$ cat src/rtl/mult3_pkg.sv
// Shared constants and types for the mult3 engine: memory map, FSM states,
// default widths. Optional overflow flag build: MULT3_OVF_FLAG_EN.
package mult3_pkg;
  localparam int DW_DEF = 8;
  localparam int AW_DEF = 8;

  localparam int A_ADDR   = 1;
  localparam int B_ADDR   = 2;
  localparam int C_ADDR   = 3;
  localparam int PHI_ADDR = 4;
  localparam int PLO_ADDR = 5;
  localparam int OVF_ADDR = 6;

  typedef enum logic [3:0] {
    LD_A, LD_B, LD_C, MUL1, MUL2, ST_HI, ST_LO, ST_OVF, DONE
  } state_t;
endpackage

$ cat src/rtl/mult3_if.sv
// Single-port memory bus between the engine (master) and data_mem (slave).
interface mult3_if #(
  parameter int DW = 8,
  parameter int AW = 8
);
  logic          we;
  logic [AW-1:0] addr;
  logic [DW-1:0] wdata;
  logic [DW-1:0] rdata;

  modport master (output we, addr, wdata, input rdata);
  modport slave  (input we, addr, wdata, output rdata);
endinterface

$ cat src/rtl/mult3_data_mem.sv
// Data memory: combinational read, synchronous write, no reset so contents
// survive engine resets.
module data_mem #(
  parameter int DW = 8,
  parameter int AW = 8
) (
  input logic   clk,
  mult3_if.slave bus
);
  logic [DW-1:0] my_memory [2**AW];

  assign bus.rdata = my_memory[bus.addr];

  // write port
  always_ff @(posedge clk)
    if (bus.we) my_memory[bus.addr] <= bus.wdata;
endmodule

$ cat src/rtl/mult3_top.sv
// mult3 engine: loads a,b,c from memory, computes a*b*c mod 2^(2*DW) with two
// shift-add passes, stores the product high/low bytes and raises done.
// Define MULT3_OVF_FLAG_EN for the ovf port and the extra mem[6] write.
module mult3_top
  import mult3_pkg::*;
#(
  parameter int DW = DW_DEF,
  parameter int AW = AW_DEF
) (
  input  logic clk,
  input  logic reset,
`ifdef MULT3_OVF_FLAG_EN
  output logic ovf,
`endif
  output logic done
);
  localparam int PW = 2 * DW;

  mult3_if #(.DW(DW), .AW(AW)) bus ();
  data_mem #(.DW(DW), .AW(AW)) dm1 (.clk(clk), .bus(bus));

  state_t        state;
  logic [DW-1:0] a, b, c;
  logic [PW-1:0] acc, mcand, acc_nxt;
  logic [2:0]    cnt;
  logic          mul_bit;

  assign mul_bit = (state == MUL1) ? b[cnt] : c[cnt];

`ifdef MULT3_OVF_FLAG_EN
  // ovx/mcx extend acc/mcand upward so the full product is kept alongside
  // the truncated one; any bit left in ovx means the product overflowed.
  logic [DW-1:0] ovx, mcx, ovx_nxt;
  assign {ovx_nxt, acc_nxt} = {ovx, acc} + (mul_bit ? {mcx, mcand} : '0);
`else
  assign acc_nxt = acc + (mul_bit ? mcand : '0);
`endif

  // memory bus: address/write strobe follow the current state
  always_comb begin
    bus.we    = 1'b0;
    bus.addr  = AW'(A_ADDR);
    bus.wdata = acc[PW-1:DW];
    case (state)
      LD_B:   bus.addr = AW'(B_ADDR);
      LD_C:   bus.addr = AW'(C_ADDR);
      ST_HI:  begin bus.we = 1'b1; bus.addr = AW'(PHI_ADDR); end
      ST_LO:  begin bus.we = 1'b1; bus.addr = AW'(PLO_ADDR); bus.wdata = acc[DW-1:0]; end
`ifdef MULT3_OVF_FLAG_EN
      ST_OVF: begin bus.we = 1'b1; bus.addr = AW'(OVF_ADDR); bus.wdata = DW'(|ovx); end
`endif
      default: ;
    endcase
  end

  // sequencer and shift-add datapath
  always_ff @(posedge clk or negedge reset) begin
    if (!reset) begin
      state <= LD_A;
      done  <= 1'b0;
      a     <= '0;
      b     <= '0;
      c     <= '0;
      acc   <= '0;
      mcand <= '0;
      cnt   <= '0;
`ifdef MULT3_OVF_FLAG_EN
      ovx   <= '0;
      mcx   <= '0;
      ovf   <= 1'b0;
`endif
    end else begin
      case (state)
        LD_A: begin a <= bus.rdata; state <= LD_B; end
        LD_B: begin b <= bus.rdata; state <= LD_C; end
        LD_C: begin
          c     <= bus.rdata;
          acc   <= '0;
          mcand <= PW'(a);
          cnt   <= '0;
`ifdef MULT3_OVF_FLAG_EN
          ovx   <= '0;
          mcx   <= '0;
`endif
          state <= MUL1;
        end
        MUL1, MUL2: begin
          acc   <= acc_nxt;
          mcand <= mcand << 1;
          cnt   <= cnt + 3'd1;
`ifdef MULT3_OVF_FLAG_EN
          ovx   <= ovx_nxt;
          {mcx, mcand} <= {mcx, mcand} << 1;
`endif
          if (cnt == 3'd7) begin
            cnt <= '0;
            if (state == MUL1) begin
              // a*b always fits in PW bits, so the extensions restart at 0
              mcand <= acc_nxt;
              acc   <= '0;
`ifdef MULT3_OVF_FLAG_EN
              mcx   <= '0;
              ovx   <= '0;
`endif
              state <= MUL2;
            end else begin
              state <= ST_HI;
            end
          end
        end
        ST_HI: state <= ST_LO;
`ifdef MULT3_OVF_FLAG_EN
        ST_LO: state <= ST_OVF;
        ST_OVF: begin
          ovf   <= |ovx;
          done  <= 1'b1;
          state <= DONE;
        end
`else
        ST_LO: begin
          done  <= 1'b1;
          state <= DONE;
        end
`endif
        DONE: ;
        default: state <= LD_A;
      endcase
    end
  end
endmodule

$ cat config.mk
export PLATFORM = sky130hd
export DESIGN_NAME = mult3_top
export DESIGN_NICKNAME = d
export VERILOG_FILES = /design/src/rtl/mult3_pkg.sv /design/src/rtl/mult3_if.sv /design/src/rtl/mult3_data_mem.sv /design/src/rtl/mult3_top.sv
export SDC_FILE = /design/constraint.sdc
export NUM_CORES = 1
export LEC_CHECK = 0
export ABC_AREA = 1
export CORE_AREA = 2 2 39 41
export DETAILED_ROUTE_END_ITERATION = 8
export DIE_AREA = 0 0 41 43
export GPL_TIMING_DRIVEN = 0
export PLACE_DENSITY = 0.5
export SLEW_MARGIN = 20
export SYNTH_ARGS = -nofsm -noshare
export SYNTH_HDL_FRONTEND = slang
export SYNTH_HIERARCHICAL = 1
export SYNTH_SLANG_ARGS = --single-unit
$ cat constraint.sdc
create_clock -name clk -period 1.54 [get_ports clk]
set_clock_uncertainty 0.05 [all_clocks]
set_input_delay 0.308 -clock clk [delete_from_list [all_inputs] [get_ports clk]]
set_output_delay 0.308 -clock clk [all_outputs]
set_load 0.03 [all_outputs]
==> results.yml, run 1 <==
worst_setup_path:
  cp_top_family: "buffers and inverters"
  max_stage_delay_ps: 390
  reg2reg_depth: 6
  required_ps: 1180
  critPathLaunchType: "flop"
  path_depth: 1
  crit_path_max_fanout: 2
  worstSetupEndpointType: "primary output"
  r2r-start: "cnt[0]$_DFFE_PN0P_"
  path_cells: "dlygate4sd2_1"
  crit_start: "done$_DFFE_PN0P_"
  crit_slowest_cell: "dlygate4sd2_1"
  arrival_ps: 980
  worst-path-buf-inv: 1
  critPathKind: "flop to primary output"
  r2r-end: "state[2]$_DFFE_PN0P_"
  r2r_setup_slack_ps: 310
  crit_end: "done"
clock_network:
  cts.htree.levels: 1
  postCtsHoldBufs: 0
  clk_pin_slew_ps: 50
  cts_made_buffers: 3
  clock_latency_ps: 250
  clockBufferDepth: 2
  root_buffer: "clkbuf_4"
  cts_tree: "done"
  cts_num_sinks: 8
drt:
  viasPerCell: 4.280
  post_drt_wl_per_cell_um: 8.773
  finalWirelength_um: 658
  firstDrtPassIters: 4
  vias: 321
  drt.antenna.violating_nets: 0
  drc: 0
  drtIter0Drc: 3
place:
  hpwl_um: 507.5
  dpl_cell_area_sq_um: 465.4
  portBuffers: 2
  place_inst: 72
  place.gp.congestion: 0.6616
  place_ws_ps: 187.5
synthesis:
  ys_top_cells_by_area: "dfrtp_1 47%, nand2_1 14%, inv_1 6.2%"
  synth_warnings: 6
  synth_top_area_frac: 0.4706
  async_flop_share: 1.000
  syn_area_per_cell_sq_um: 7.878
  netlist_area_sq_um: 425.4
  syn-num-nets: 58
  yosys.area.top_type: "dfrtp_1"
  synth_edf_count: 0
  ys_seq_area_frac: 0.4706
  yosysMostFrequentCell: "nand2_1"
  synth_commonest_cells: "16 x nand2_1, 8 x dfrtp_1, 7 x inv_1"
  ys_ff_latch: 8
  synthDistinctLibCells: 14
  synth_flop_cell: "dfrtp_1"
  synthCells: 54
power_and_ir_drop:
  p_comb_frac: 0.017
  swShare: 0.1922
  clock_power_share: 0.420
  power.total_mw: 0.3734
  internal-power_mw: 0.3016
  ir_drop_uv: 327.9
  p_sw_mw: 0.07176
  cellPowerDensity_nw_per_um2: 767.1
  sequentialPowerShare: 0.564
  leakage_nw: 0.2704
floorplan:
  floorplan.initialDensity: 0.3074
  die_area_sq_um: 1763
  rows: 14
  fp.dieW_um: 41
  coreArea_sq_um: 1384
  die_y_um: 43
  io_pins: 3
finish:
  diodes: 0
  drive_above_1_share: 0.1695
  stdcell_count: 75
  final_util: 0.3517
  postLayoutCellArea_sq_um: 486.7
  areaGrowthSynthToFinish_pct: 14.41
  final_nets: 65
timing:
  tns_ps: 0
  setup_violations: 0
  rsz0062_at_grt: "false"
  fmaxAchievable_mhz: 750.1
  setup_ws_ps: 206.8
  slew_headroom: 0.7536
  hold_viol: 0
  maxSlewViolCount: 0
  whs_ps: 288.9
  min_period_over_period: 0.8657
  worstMarginPinSlew_ps: 368.5
  period_needed_ps: 1333
hold_path:
  hp-class: "input port to async pin"
global_routing:
  grt_usage: 0.1107
  grt_pass1_vias: 297
  antenna_found_initial: 0
  grt_max_degree: 9
  grt_overflow_total: 0
  grt_pass1_wl_mm: 1.228
status:
  outcome: "finished clean"
flow_run:
  max_cap_viol_count: 0
area by class of cell:
cell class              instances  area, sq um
clock buffers                   3        22.52
fillers                       141        897.1
inverters                       9        33.78
multi-input cells              37        191.4
flip-flops and latches          8        200.2
well taps                      16        20.02
repair buffers                  2        18.77
power by group through the flow:
stage / clock (mW) / sequential (mW) / combinational [mW]
finish: 0.157 / 0.210 / 0.00622
global route: 0.185 / 0.210 / 0.00759
CTS: 0.167 / 0.210 / 0.00674
detailed placement: 0 / 0.214 / 0.00655
global placement: 0 / 0.214 / 0.00670
floorplan: 0 / 0.214 / 0.000000149
worst reg2reg max path: stages (launching register included):
cell     delay [ps]
dfrtp_1         390
ha_1            210
ha_1            190
inv_1            80
nand3_2         100
nand2_1          80
inv_1            30
worst min path at each step:
stage	to	slack, ps	cells after the start
after global routing	state[2]$_DFFE_PN0P_	320	1
after global placement	done$_DFFE_PN0P_	400	2
after CTS	state[2]$_DFFE_PN0P_	300	1
final	state[2]$_DFFE_PN0P_	290	1
after detailed placement	done$_DFFE_PN0P_	410	2
after floorplan	cnt[0]$_DFFE_PN0P_	-40	0
layer usage:
layer	global-route usage	vias up	routed length (um)
li1	-	177	-
met1	0.1467	139	336
met2	0.1375	3	296
met3	0.03141	2	16
met4	0.1000	0	10
met5	0	-	0
timing repair:
action | 4_1_cts | 5_1_grt
endpoints found under the setup margin | 1 | 0
buffers inserted | 0 | 0
gates resized for setup | 1 | 0
state kept, by name (all words and copies together), names as in the netlist:
name,flops
cnt,3
state,4
done,1
placed cells by master, fill, tap and decap left out:
cell type,Yosys,layout
nand3_1,5,5
clkbuf_4,0,3
dfrtp_1,8,8
clkinv_1,1,1
nand3_2,1,1
ha_1,2,2
nand2_2,3,3
nand2_4,1,1
inv_1,7,7
inv_2,1,1
nand2_1,16,16
nor3_1,1,1
a211oi_1,1,1
nor2_1,6,6
dlygate4sd2_1,0,1
clkdlybuf4s50_1,0,1
nor2_2,1,1
cells by family (layout without fill, tap and decap cells):
kind of cell / Yosys count / after routing / synth area share
AND/OR/NAND/NOR: 34 / 34 / 0.3735
AO/OA/AOI/OAI: 1 / 1 / 0.01765
flip-flops: 8 / 8 / 0.4706
adder cells (fa/ha/maj): 2 / 2 / 0.05881
buffers and inverters: 9 / 14 / 0.07941
(Power assumes the default switching activity.)
==> run 2: changes to the inputs <==
SETUP_SLACK_MARGIN = 0.15   (was not set)
TNS_END_PERCENT = 50   (was not set)
==> results of run 2 <==
Final layout, timing and power as in run 1 (identical DEF).
